===== config.mk =====
export PLATFORM = sky130hd
export DESIGN_NAME = gf2_31_step_gen
export DESIGN_NICKNAME = d
export VERILOG_FILES = /design/src/rtl/gf2_31_pkg.sv /design/src/rtl/gf2_poly_mod_35.sv /design/src/rtl/gf2_31_step_gen.sv
export SDC_FILE = /design/constraint.sdc
export NUM_CORES = 1
export LEC_CHECK = 0
export ABC_AREA = 1
export BUFFER_PORTS_ARGS = -buffer_cell sky130_fd_sc_hd__buf_2
export CORE_MARGIN = 2
export CORE_UTILIZATION = 27
export CTS_CLUSTER_SIZE = 10
export DETAILED_ROUTE_END_ITERATION = 16
export GPL_TIMING_DRIVEN = 0
export SETUP_SLACK_MARGIN = 0.3
export SLEW_MARGIN = 20
export SYNTH_ARGS = -nofsm -noshare
export SYNTH_HDL_FRONTEND = slang
export SYNTH_SLANG_ARGS = --single-unit

===== constraint.sdc =====
create_clock -name clk -period 1.9 [get_ports clk]
set_clock_uncertainty 0.05 [all_clocks]
set_input_delay 0 -clock clk [delete_from_list [all_inputs] [get_ports clk]]
set_output_delay 0 -clock clk [all_outputs]
set_load 0.02 [all_outputs]

===== src/rtl/gf2_31_pkg.sv =====
// Shared field definitions for the GF(2^31) step generator, h(x) = x^31 + x^13 + x^8 + x^3 + 1.
package gf2_31_pkg;

  localparam int GF_M   = 31;
  localparam int GF_EXT = 4;

  // h(x) with the leading x^31 term removed
  localparam logic [GF_M-1:0] H_LOW = 31'h0000_2109;

  typedef enum logic {
    PAUSE = 1'b0,
    RUN   = 1'b1
  } fsm_t;

endpackage


===== src/rtl/gf2_poly_mod_35.sv =====
// Combinational reduction of a 35-bit polynomial modulo h(x) down to 31 bits.
module gf2_poly_mod_35
  import gf2_31_pkg::*;
(
  input  logic [GF_M+GF_EXT-1:0] poly,
  output logic [GF_M-1:0]        rem
);

  // Each overflow bit x^(31+k) folds to x^k * H_LOW; H_LOW has degree 13, so one pass suffices.
  logic [GF_M-1:0] term [GF_EXT+1];

  assign term[0] = poly[GF_M-1:0];

  for (genvar gi = 0; gi < GF_EXT; gi++) begin : g_fold
    assign term[gi+1] = term[gi] ^ (poly[GF_M+gi] ? (H_LOW << gi) : '0);
  end

  assign rem = term[GF_EXT];

endmodule


===== src/rtl/gf2_31_step_gen.sv =====
// Streaming PRNG: each accepted sample advances s <= s * x^4 mod h(x); seed load and sample counter.
module gf2_31_step_gen
  import gf2_31_pkg::*;
#(
  parameter logic [GF_M-1:0] RESET_SEED = 31'd1,
  parameter int              COUNT_W    = 32
) (
  input  logic               clk,
  input  logic               rst,
  input  logic               en_i,
  input  logic               seed_valid_i,
  input  logic [GF_M-1:0]    seed_i,
  output logic               seed_ready_o,
  output logic               seed_err_o,
  output logic               out_valid_o,
  input  logic               out_ready_i,
  output logic [GF_M-1:0]    out_data_o,
  output logic [COUNT_W-1:0] out_count_o
);

  if (RESET_SEED == '0) begin : g_bad_seed
    $error("RESET_SEED must be nonzero: zero is a fixed point of the step map");
  end

  fsm_t               state_reg, state_next;
  logic [GF_M-1:0]    s_reg, s_next;
  logic [COUNT_W-1:0] count_reg, count_next;
  logic               seed_err_reg, seed_err_next;
  logic               valid_reg;
  logic [GF_M-1:0]    s_stepped;
  logic               handshake;

  gf2_poly_mod_35 u_mod (
    .poly ({s_reg, {GF_EXT{1'b0}}}),
    .rem  (s_stepped)
  );

  assign handshake = valid_reg && out_ready_i;

  always_comb begin
    state_next    = state_reg;
    s_next        = s_reg;
    count_next    = count_reg;
    seed_err_next = 1'b0;
    case (state_reg)
      PAUSE: begin
        if (seed_valid_i) begin
          if (seed_i != '0) begin
            s_next     = seed_i;
            count_next = '0;
          end else begin
            seed_err_next = 1'b1;
          end
        end
        state_next = en_i ? RUN : PAUSE;
      end
      RUN: begin
        // A presented sample is held until taken; en_i only matters at the handshake.
        if (handshake) begin
          s_next     = s_stepped;
          count_next = count_reg + {{(COUNT_W-1){1'b0}}, 1'b1};
          state_next = en_i ? RUN : PAUSE;
        end
      end
      default: state_next = PAUSE;
    endcase
  end

  always_ff @(posedge clk or posedge rst) begin
    if (rst) begin
      state_reg    <= PAUSE;
      s_reg        <= RESET_SEED;
      count_reg    <= '0;
      seed_err_reg <= 1'b0;
      valid_reg    <= 1'b0;
    end else begin
      state_reg    <= state_next;
      s_reg        <= s_next;
      count_reg    <= count_next;
      seed_err_reg <= seed_err_next;
      valid_reg    <= (state_next == RUN);
    end
  end

  assign seed_ready_o = (state_reg == PAUSE);
  assign seed_err_o   = seed_err_reg;
  assign out_valid_o  = valid_reg;
  assign out_data_o   = s_reg;
  assign out_count_o  = count_reg;

endmodule


# Word-level counts from Yosys, hierarchy flattened
# Cells that the tools add are included.
# classes
add_sub_neg	1
n_eq_ne	3
mux	18
n_bitwise	5
n_reduce_logical	3
# op_table
operator	n
XOR 31 bit	4
two-way mux 32 bit	3
two-way mux 31 bit	3
one-hot mux 32 bit (2 select lines)	1
one-hot mux 31 bit (2 select lines)	1
adder 32 x 1 -> 32 bit (second input constant)	1
nonzero test 31 bit	1
two-way mux 17 bit	1
two-way mux 16 bit	1
two-way mux 15 bit	1
two-way mux 14 bit	1
two-way mux 1 bit	5
!= test 2 x 1 -> 1 bit (second input constant)	2
AND reduction 3 bit	1
!= test 2 bit (second input constant)	1
one-hot mux 1 bit (2 select lines)	1
logical AND 1 bit	1
NOT 1 bit	1
# word_totals
regBits	65
inputBits	36
out_inout_bits	66
wordCells	34

# Logic depth before layout (Yosys ltp)
# Gate-level depths: netlist of run 1.
# depth
ltp_word	7
depth_mapped	11
depth_no_buf	11

# Modules after synthesis
# From an unflattened synthesis of run 1, not the netlist that was laid out.
# unflattened
hier_cells	695
hier_area_um2	4385.5
# modules_own_cells
module	n_inst	cells_each	area_per_inst_um2	seq_area_each_um2
gf2_31_step_gen	1	654	4095.2	1627.8
gf2_poly_mod_35	1	41	290.3	0.0

# Worst setup path before layout of run 1
# No wires, ideal clock.
# synth_path
path_kind	reg-to-reg
start	register count_reg[0], in the netlist out_count_o[0]
end	register count_reg[30], in the netlist out_count_o[30]
setup_ns	0.117
arrival_ns	1.584
t_required_ns	1.733
path_slack_ns	0.149
path_stages_with_launch	11
path_buffers	0
synth_period_minus_slack_ns	1.751
path_cell_list	dfrtp_1 -> ha_1 -> nand2_2 -> nor2_4 -> nand2_1 -> nor2_1 -> nand3_1 -> nand2_1 -> nor2_1 -> nand2_1 -> nand2_1
# synth_via
elab_chain_len	3
# synth_rtl
item	line	text
start, declared	gf2_31_step_gen.sv:27	logic [COUNT_W-1:0] count_reg, count_next;
start signal, assigned	gf2_31_step_gen.sv:79	count_reg <= count_next;
adder 32 x 1 -> 32 bit	gf2_31_step_gen.sv:61	count_next = count_reg + {{(COUNT_W-1){1'b0}}, 1'b1};
two-way mux 32 bit	gf2_31_step_gen.sv:59	if (handshake) begin
one-hot mux 32 bit (2 select lines)	gf2_31_step_gen.sv:45	case (state_reg)
# No other way between the ends. The select of a mux whose other input is x is not followed.
# A chain may end at the register's enable or synchronous reset.

# Worst setup path after layout of run 1
# layout_path
start	register count_reg[1], in the netlist out_count_o[1]
end	register count_reg[28], in the netlist out_count_o[28]
# The elaborated chain is that of the path after synthesis.

==> qor.txt, run 1 <==
CP startpoint kind -> register
DR vias -> 4,738
Antenna Cells -> 0
Post-synth top flop -> dfrtp_1
Final Critical Period -> 1.57 ns
Largest net degree at the start of global routing -> 30
Detailed placement HPWL -> 10,600 µm
Setup_tns -> 0 ns
First-pass GRT wire length -> 23,100 µm
Worst stage delay on the critical path -> 0.41 ns
Post-synth top cells -> nand2_1 (285), nor2_1 (90), nand3_1 (86)
Leak Pwr -> 3.02 nW
Worst endpoint data arrival time -> 1.75 ns
Peak Freq -> 635 MHz
Clock slew seen by the registers of the worst setup and hold paths -> 0.06 ns
Post-Route WL -> 14,200 µm
Final setup viols -> 0
Grt total ovfl -> 0
Critical Path RT -> 2.08 ns
Routed Antenna Nets -> 0
Final RePlAce weighted congestion -> 0.906
Layout cells sized above 1 -> 26.7%
Routed length per instance -> 14.0 µm
Total nets after synthesis -> 701
Max Cap Violations -> 0
Vias in the first global route -> 4,589
Width of the die -> 128 µm
Post-route clock period utilization -> 82.8%
Post-synth EDFFs -> 0
Final Power -> 4.81 mW
# placed instances -> 955
Root Buffer -> clkbuf_16
Vias/cell -> 4.67
Max FO, Critical Path -> 5
Top cells by area, synth -> dfrtp_1 (38%), nand2_1 (26%), nand3_1 (10%)
Synth unique cells -> 24
Clock sinks -> 65
Die area -> 16,500 µm²
Ports -> 102
Asr flop ratio synth -> 100%
Power Dens Cells -> 816 nW/µm²
CP most frequent cell -> nand2_1
Cts bufs inserted -> 9
Worst-margin pin slew -> 0.521 ns
Count of input and output buffers -> 101
YS warnings -> 0
Area leader, netlist -> dfrtp_1
Mapped Cells -> 664
Initial antenna violation count -> 0
Non-filler instance count after layout -> 1,015
Initial DRC count -> 315
Layout area overhead -> 41.2%
# rows -> 45
Status -> finished clean
Starting Density -> 27.5%
VDD IR max -> 0.433 mV
# DRC -> 0
Kind of critical path -> register to register
Unrepaired setup endpoints after global routing -> yes
Critical Path Sink Type -> register
GRT Util Overall -> 17.9%
Crit-path slowest cell -> dfrtp_2
Syn avg cell area -> 6.28 µm²
1st-pass router iterations -> 4
Mapped Area -> 4170 µm²
CTS tree -> built
Total core area -> 15,100 µm²
Post-route cell area -> 5890 µm²
Hold WC Path Type -> primary input to register
Nets -> 860
Die Ht -> 128 µm
CTS max path bufs -> 2
Final hold vios -> 0
Most numerous cell in the Yosys netlist -> nand2_1
H-tree levels -> 3
CP cell instances -> ha_4, nand2_4, nor2_4, nand2_4, nor2_4, nand3_1, nand2_1, nor2_1, nand2_1, nand2_1
Cell Area, Placed -> 4980 µm²
Sequential share of the synthesized area -> 39.0%
Slew Limit Fails -> 0
#FFs+latches synth -> 65
Area fraction of the dominant cell type after synthesis -> 38.4%
Worst-skew pair later-pin latency -> 0.34 ns
Rel. slew slack -> 65.3%
## logic make-up after synthesis
kind of cell | count (synthesis) | synth area share, %
flops | 65 | 39.0
compound gates | 42 | 5.43
buf+inv | 73 | 6.99
xor+xnor | 12 | 2.52
simple gates | 471 | 45.7
fa+ha+maj | 1 | 0.300
## final timing paths
kind | from | endpoint | slack (ns) | cells after the start
setup / recovery | out_count_o[1]$_DFFE_PP0P_ | out_count_o[28]$_DFFE_PP0P_ | 0.33 | 10
hold / removal | seed_i[24] | out_data_o[24]$_DFFE_PP0P_ | 0.00008 | 5
setup reg to reg | out_count_o[1]$_DFFE_PP0P_ | out_count_o[28]$_DFFE_PP0P_ | 0.33 | 10
hold reg to reg | out_data_o[0]$_DFFE_PP1P_ | out_data_o[0]$_DFFE_PP1P_ | 0.46 | 2
max in group asynchronous | rst | out_data_o[0]$_DFFE_PP1P_ | 0.90 | 5
min in group asynchronous | rst | out_count_o[22]$_DFFE_PP0P_ | 0.17 | 3
## layer usage
layer | share of wire, % | vias to the layer above | GRT usage (%)
li1 | - | 2396 | -
met1 | 47 | 2149 | 24.3
met2 | 44 | 171 | 28.0
met3 | 7.0 | 22 | 4.34
met4 | 1.8 | 0 | 5.56
met5 | 0 | - | 0
## layout by cell type, fill, tap and decap left out, types with 2 or more instances in the layout
cell and count:
nand2_1 277, buf_2 114, nand3_1 85, nor2_1 71, dfrtp_1 44, inv_1 40, dlygate4sd3_1 29, o21ai_0 27
dfrtp_2 20, buf_4 18, nor2_2 14, a21oi_1 12, nor2_4 9, clkbuf_16 9, nand2_2 8, xnor2_1 8
clkbuf_4 7, clkbuf_2 5, xor2_1 4, clkbuf_1 3, nand2_4 3, clkinv_2 2, o21bai_1 2, clkinvlp_4 2
bufinv_16 2
## through the flow
stage	utilization [%]	setup WS [ns]	hold WS (ns)
after global routing	38.9	0.184	0.0452
after floorplan	-	0.314	0.0498
after global placement	32.6	0.0185	0.169
after CTS	37.5	0.244	0.000710
after detailed placement	32.9	-0.00153	-0.0213
final	38.9	0.326	0.0000818
## sequential cells by signal (all words and copies together) (netlist names)
register     flops
out_count_o     32
out_data_o      31
seed_err_o       1
out_valid_o      1
## timing repair
item | 4_1_cts | 5_1_grt
hold buffers | 29 | 0
gates resized for setup | 26 | 64
endpoints found under the setup margin | 63 | 62
buffers inserted | 5 | 11
hold endpoints to repair | 63 | 0
pin swaps | 1 | 12
## worst max-delay path: cells and delay by family (launching register included)
kind | cells | cell delay [ns]
and+or+nand+nor | 9 | 0.85
DFF | 1 | 0.41
adders and majority gates | 1 | 0.16
## report_power, final
part	leakage (nW)	internal [mW]	switching [mW]
sequential	0.824	1.57	0.227
clock	0.149	1.14	0.628
combinational	2.05	0.467	0.772
## area by class of cell
class / count / area, µm²
Clock buffer: 10 / 229
Timing Repair Buffer: 148 / 963
Buffer: 30 / 169
Multi-Input combinational cell: 526 / 2390
Sequential cell: 65 / 1650
Fill cell: 1642 / 9260
Tap cell: 188 / 235
Clock inverter: 5 / 81.3
Inverter: 43 / 166
No activity file was read; power rests on OpenSTA's default activity.
==> inputs of run 2 (changes only) <==
==> constraint.sdc (replaced) <==
create_clock -name clk -period 1.3 [get_ports clk]
set_clock_uncertainty 0.05 [all_clocks]
set_input_delay 0 -clock clk [delete_from_list [all_inputs] [get_ports clk]]
set_output_delay 0 -clock clk [all_outputs]
set_load 0.02 [all_outputs]
==> run 2 against run 1 <==
The run now ends with negative setup slack left. Non-clock buffer count is 104 higher. Clock power is 37% higher. Routed wire length is 34% higher. Sequential share of layout area is 7.9 points lower. Worst hold slack better by 0.017 ns. Critical endpoint is now out_count_o[13]$_DFFE_PP0P_. Largest power group is now combinational logic. Highest routed layer unchanged.
==> qor.txt, run 2 (synthesis gave the netlist of run 1 again) <==
Layout area overhead -> 100%
Layout cells sized above 1 -> 51.9% (+25 points)
Max reg flops -> 32 (unchanged)
Power Dens Cells -> 1010 nW/µm² (+23%)
Final hold vios -> 0 (unchanged)
# rows -> 45 (unchanged)
Status -> complete, but fails checks
Rel. slew slack -> 60.8% (-4.5 points)
Root Buffer -> clkbuf_16
Antenna Cells -> 0 (unchanged)
Kind of critical path -> register to register
Largest net degree at the start of global routing -> 26 (-13%)
Final RePlAce weighted congestion -> 0.946 (+4.4%)
Fin util -> 55.1% (+16 points)
Routed Antenna Nets -> 0 (unchanged)
Worst-skew pair later-pin latency -> 0.34 ns (about the same)
Most common cell after layout, fill and taps aside -> nand2_1
Post-route cell area -> 8350 µm² (+42%)
Post-Route WL -> 19,000 µm (+34%)
GRT Util Overall -> 20.9% (+3.1 points)
First-pass GRT wire length -> 26,800 µm (+16%)
Detailed placement HPWL -> 10,600 µm (+0.55%)
Worst endpoint data arrival time -> 1.76 ns (about the same)
Slew Limit Fails -> 0 (unchanged)
Die Ht -> 128 µm (unchanged)
Post-route clock period utilization -> 122% (+39 points)
Clock slew seen by the registers of the worst setup and hold paths -> 0.06 ns (about the same)
Die area -> 16,500 µm² (unchanged)
Worst-margin pin slew -> 0.584 ns (+0.0639 ns)
# DRC -> 0 (unchanged)
Vias in the first global route -> 5,189 (+13%)
Initial DRC count -> 452 (+43%)
Total core area -> 15,100 µm² (unchanged)
Max FO, Critical Path -> 4 (-1)
Failing checks -> negative setup slack
Unrepaired setup endpoints after global routing -> yes
Vias/cell -> 4.90 (+4.9%)
Cell Area, Placed -> 5360 µm² (+7.7%)
Peak Freq -> 630 MHz (-0.81%)
CTS tree -> built
Critical Path Sink Type -> register
Final setup viols -> 59 (+59)
CTS max path bufs -> 2 (unchanged)
Max Cap Violations -> 0 (unchanged)
Worst stage delay on the critical path -> 0.40 ns (about the same)
Critical Path RT -> 1.48 ns (-0.60 ns)
Leak Pwr -> 4.09 nW (+36%)
Final Critical Period -> 1.59 ns (+0.0129 ns)
Initial antenna violation count -> 0 (unchanged)
Layout filler cell count -> 1,275 (-22%)
Routed length per instance -> 16.9 µm (+21%)
Ports -> 102 (unchanged)
Nets -> 966 (+12%)
CP startpoint kind -> register
Clock sinks -> 65 (unchanged)
Crit-path slowest cell -> dfrtp_2
Fin worst setup slack -> -0.287 ns (-0.613 ns)
Hold WC Path Type -> primary input to register
Cts bufs inserted -> 9 (unchanged)
VDD IR max -> 0.688 mV (+59%)
Most frequent cells in the layout -> nand2_1 (219), buf_6 (85), buf_4 (66)
Width of the die -> 128 µm (unchanged)
CP cell instances -> buf_6, nand2_4, nor2_4, nand2_4, nor2_4, buf_4, xnor2_1, nor2_1, nand2_1, nand2_1
Grt total ovfl -> 0 (unchanged)
Count of input and output buffers -> 101 (unchanged)
Starting Density -> 27.5% (unchanged)
1st-pass router iterations -> 5 (+1)
H-tree levels -> 3 (unchanged)
DR vias -> 5,493 (+16%)
## run 2: power breakdown
group,switching (mW),total [mW],internal [mW]
combinational,1.60,3.23,1.63
clock,0.955,2.43,1.48
sequential,0.435,2.75,2.32
## run 2: cell type report
| type | instances | area [µm²] | area share (%) |
|---|---|---|---|
| tap | 188 | 235 | 2.82 |
| timing repair buffer | 252 | 2390 | 28.7 |
| multi-input combinational | 527 | 3110 | 37.3 |
| inverter | 43 | 180 | 2.16 |
| timing repair inverter | 1 | 5.00 | 0.0600 |
| clock buffer | 12 | 236 | 2.83 |
| clock inverter | 4 | 45.0 | 0.540 |
| sequential | 65 | 1680 | 20.1 |
| buffer | 30 | 459 | 5.50 |
## run 2: repair_timing
item,in CTS,in global routing
setup endpoints to repair,95,118
gates resized for setup,212,179
hold buffers,33,0
hold endpoints to repair,50,0
pin swaps,68,72
cloned,10,6
setup buffers,61,41
## run 2: worst max-delay path, delay by kind of cell (launching register included)
| kind | cells | cell delay [ns] |
|---|---|---|
| AND/OR/NAND/NOR | 7 | 0.66 |
| flip-flops | 1 | 0.40 |
| XOR/XNOR | 1 | 0.11 |
| buffers and inverters | 2 | 0.25 |
## run 2: metal layers
metal	track usage, %	part of all wire, %
met1	26.1	41
met2	35.7	51
met3	5.01	7.1
met4	6.66	1.7
met5	0	0
## run 2: final timing paths
| check | start | cells after the start | slack [ns] | end |
|---|---|---|---|---|
| worst max-delay path | out_count_o[1]$_DFFE_PP0P_ | 10 | -0.29 | out_count_o[13]$_DFFE_PP0P_ |
| worst min-delay path | seed_i[1] | 5 | 0.02 | out_data_o[1]$_DFFE_PP0P_ |
| worst max register to register | out_count_o[1]$_DFFE_PP0P_ | 10 | -0.29 | out_count_o[13]$_DFFE_PP0P_ |
| worst min register to register | out_data_o[23]$_DFFE_PP0P_ | 2 | 0.50 | out_data_o[23]$_DFFE_PP0P_ |
| max in group asynchronous | rst | 4 | 0.50 | out_data_o[0]$_DFFE_PP1P_ |
| min in group asynchronous | rst | 3 | 0.18 | out_count_o[17]$_DFFE_PP0P_ |
## run 2: stage by stage
stage	hold WS, ns	power [mW]	instances	TNS [ns]	setup WS (ns)
after floorplan	0.0460	3.81	664	-2.85	-0.266
after global placement	0.174	4.46	953	-20.41	-0.474
after detailed placement	0.0439	4.49	955	-20.21	-0.487
after CTS	0.00135	7.66	1075	-4.27	-0.240
after global routing	0.0366	8.75	1122	-11.45	-0.393
final	0.0169	8.42	1122	-7.15	-0.287
==> inputs of run 3 (changes only) <==
--- a/config.mk
+++ b/config.mk
@@ -13,6 +13,7 @@
 export DETAILED_ROUTE_END_ITERATION = 16
 export GPL_TIMING_DRIVEN = 0
 export SETUP_SLACK_MARGIN = 0.3
+export SKIP_LAST_GASP = 1
 export SLEW_MARGIN = 20
 export SYNTH_ARGS = -nofsm -noshare
 export SYNTH_HDL_FRONTEND = slang
==> constraint.sdc (replaced) <==
create_clock -name clk -period 1.3 [get_ports clk]
set_clock_uncertainty 0.05 [all_clocks]
set_input_delay 0.065 -clock clk [delete_from_list [all_inputs] [get_ports clk]]
set_output_delay 0.065 -clock clk [all_outputs]
set_load 0.02 [all_outputs]
==> run 3 against run 2 <==
The run still ends with negative setup slack left. Design area down 1.3%. Routed wire length up 0.97%. Global-route usage up 0.31 points. Highest routed layer unchanged. Sequential share of layout area up 0.19 points. Largest power group unchanged. Maximum frequency up 1.4%. Sequential cell count unchanged. Critical path type unchanged. Setup slack better by 0.022 ns.
==> qor.txt, run 3 (synthesis gave the netlist of run 1 again) <==
Max Cap Violations -> 0 (unchanged)
Rel. slew slack -> 63.0% (+2.1 points)
Status -> complete, but fails checks
Final setup viols -> 61 (+3.4%)
Max reg flops -> 32 (unchanged)
Max FO, Critical Path -> 4 (unchanged)
Layout filler cell count -> 1,292 (+1.3%)
Fin worst setup slack -> -0.265 ns (+0.0222 ns)
Root Buffer -> clkbuf_16
Nets -> 964 (-0.21%)
Final Critical Period -> 1.56 ns (-0.0222 ns)
Critical Path Sink Type -> register
Worst-margin pin slew -> 0.552 ns (-0.0321 ns)
First-pass GRT wire length -> 27,100 µm (+1.1%)
Peak Freq -> 639 MHz (+1.4%)
Source of the worst register-to-register timing path -> out_count_o[1]$_DFFE_PP0P_
Layout cells sized above 1 -> 51.7% (-0.21 points)
Logic pwr share -> 41.2% (+2.8 points)
# rows -> 45 (unchanged)
Sequential Area -> 1670 µm² (-0.37%)
Grt total ovfl -> 0 (unchanged)
Width of the die -> 128 µm (unchanged)
Initial DRC count -> 394 (-13%)
Clock sinks -> 65 (unchanged)
Leak Pwr -> 4.06 nW (-0.87%)
Power Dens Cells -> 1050 nW/µm² (+4.2%)
Met2 wire len -> 9530 µm (-0.67%)
Cell Int Power -> 5.63 mW (+3.7%)
H-tree levels -> 3 (unchanged)
Die Ht -> 128 µm (unchanged)
CP startpoint kind -> register
Post-Route WL -> 19,200 µm (+0.97%)
Routed length per instance -> 17.1 µm (+1.2%)
Cts bufs inserted -> 9 (unchanged)
Hold Path Depth -> 5 (unchanged)
Crit path max-delay family -> simple AND/OR/NAND/NOR gates
Critical Path RT -> 1.47 ns (about the same)
CTS tree -> built
Part of the power in registers -> 30.8% (-1.9 points)
Post-route cell area -> 8240 µm² (-1.3%)
Clk pwr share -> 28.1% (-0.8 points)
Initial antenna violation count -> 0 (unchanged)
Clock slew seen by the registers of the worst setup and hold paths -> 0.06 ns (about the same)
GRT Util Overall -> 21.3% (+0.31 points)
Count of input and output buffers -> 101 (unchanged)
Vias/cell -> 4.96 (+1.3%)
Ports -> 102 (unchanged)
Most common cell after layout, fill and taps aside -> nand2_1
Final hold vios -> 0 (unchanged)
Antenna Cells -> 0 (unchanged)
Worst R2R Path Depth -> 10 (unchanged)
Worst stage delay on the critical path -> 0.41 ns (about the same)
Unrepaired setup endpoints after global routing -> yes
Reg2reg end -> out_count_o[13]$_DFFE_PP0P_
Switch Pwr -> 3.02 mW (+1.2%)
Starting Density -> 27.5% (unchanged)
Failing checks -> negative setup slack
Hold Startpoint -> seed_i[17]
1st-pass router iterations -> 5 (unchanged)
Fin util -> 54.4% (-0.72 points)
# DRC -> 0 (unchanged)
Met1 WL -> 7850 µm (+2.0%)
Layout area overhead -> 97.6%
Cell Area, Placed -> 5360 µm² (unchanged)
VDD IR max -> 0.785 mV (+14%)
DR WL met3 -> 1380 µm (+3.3%)
Routed Antenna Nets -> 0 (unchanged)
Hold WC Path Type -> primary input to register
CP cell instances -> buf_6, nand2_4, nor2_4, nand2_4, nor2_4, buf_4, xnor2_1, nor2_1, nand2_1, nand2_1
Most frequent cells in the layout -> nand2_1 (214), buf_6 (93), buf_4 (86)
Post-route clock period utilization -> 120% (-1.7 points)
Hold EP -> out_data_o[17]$_DFFE_PP0P_
Total core area -> 15,100 µm² (unchanged)
Kind of critical path -> register to register
Crit-path slowest cell -> dfrtp_2
Slew Limit Fails -> 0 (unchanged)
Vias in the first global route -> 5,188 (-0.019%)
Die area -> 16,500 µm² (unchanged)
Area of the multi-input gates -> 3000 µm² (-3.5%)
Reg2reg setup slack -> -0.26 ns (+0.02 ns)
Critical path buffers and inverters -> 2 (unchanged)
Top sig layer -> met4
Detailed placement HPWL -> 10,600 µm (unchanged)
Final RePlAce weighted congestion -> 0.946 (unchanged)
Worst-skew pair later-pin latency -> 0.34 ns (about the same)
Worst endpoint data arrival time -> 1.74 ns (-0.02 ns)
Sw Ratio -> 34.9% (-0.57 points)
CTS max path bufs -> 2 (unchanged)
DR vias -> 5,552 (+1.1%)
Largest net degree at the start of global routing -> 26 (unchanged)
-- run 3: changes by cell type in the layout (fill, tap and decap cells not counted), moves of 5 or more --
cell and change:
buf_4 +20, dlygate4sd3_1 -18, buf_2 -13, nand2_2 +10, nor2_1 +9, buf_6 +8
dfrtp_1 +5, dfrtp_2 -5, nand2_1 -5, nor2_2 -5, o21ai_2 -5
-- run 3: stage by stage --
step	setup WS, ns	std cells	power, mW	hold slack, ns	setup TNS [ns]
5_1_grt	-0.391	1120	8.98	0.0206	-11.41
2_1_floorplan	-0.266	664	3.81	0.111	-2.85
4_1_cts	-0.240	1088	8.07	0.0108	-4.72
6_report	-0.265	1120	8.65	0.0147	-6.78
3_5_place_dp	-0.487	955	4.49	0.109	-23.92
3_3_place_gp	-0.474	953	4.46	0.239	-28.20
-- run 3: power by group through the flow --
stage | sequential [mW] | combinational (mW) | clock, mW
CTS | 2.60 | 3.06 | 2.42
finish | 2.66 | 3.56 | 2.43
detailed placement | 2.70 | 1.80 | 0
global placement | 2.70 | 1.76 | 0
global route | 2.69 | 3.77 | 2.53
floorplan | 2.95 | 0.864 | 0
-- run 3: timing repair --
action | CTS | global route
hold buffers | 15 | 0
setup buffers | 90 | 26
endpoints found under the setup margin | 129 | 153
hold endpoints to repair | 32 | 0
pin swaps | 51 | 62
gates resized for setup | 233 | 153
cloned | 12 | 6
-- run 3: how the worst max path moves through the flow --
stage                     depth (start not counted)  slack (ns)                     endpoint                        start
after global routing                             10       -0.39  out_count_o[29]$_DFFE_PP0P_  out_count_o[17]$_DFFE_PP0P_
after detailed placement                         10       -0.49  out_count_o[28]$_DFFE_PP0P_   out_count_o[0]$_DFFE_PP0P_
after CTS                                         9       -0.24  out_count_o[10]$_DFFE_PP0P_   out_count_o[1]$_DFFE_PP0P_
final                                            10       -0.26  out_count_o[13]$_DFFE_PP0P_   out_count_o[1]$_DFFE_PP0P_
after global placement                           10       -0.47  out_count_o[28]$_DFFE_PP0P_   out_count_o[0]$_DFFE_PP0P_
after floorplan                                  10       -0.27  out_count_o[28]$_DFFE_PP0P_   out_count_o[0]$_DFFE_PP0P_
-- run 3: worst reg2reg max path, cell delays in order, from the launching register on --
cell and delay (ns):
dfrtp_2 0.41, buf_6 0.12, nand2_4 0.05, nor2_4 0.20
nand2_4 0.10, nor2_4 0.13, buf_4 0.13, xnor2_1 0.10
nor2_1 0.05, nand2_1 0.05, nand2_1 0.05
-- run 3: metal layers --
metal / track usage (%) / up-vias
met3: 4.80 / 33
met5: 0 / -
li1: - / 2619
met2: 35.6 / 252
met4: 6.79 / 0
met1: 27.2 / 2648
-- run 3: cell type report --
cell class / instances / share of cell area (%)
multi-input combinational: 528 / 36.5
timing repair inverter: 1 / 0.0607
buffer: 30 / 5.54
inverter: 43 / 2.22
sequential: 65 / 20.3
timing repair buffer: 249 / 29.1
clock buffer: 12 / 2.87
tap: 188 / 2.85
clock inverter: 4 / 0.547
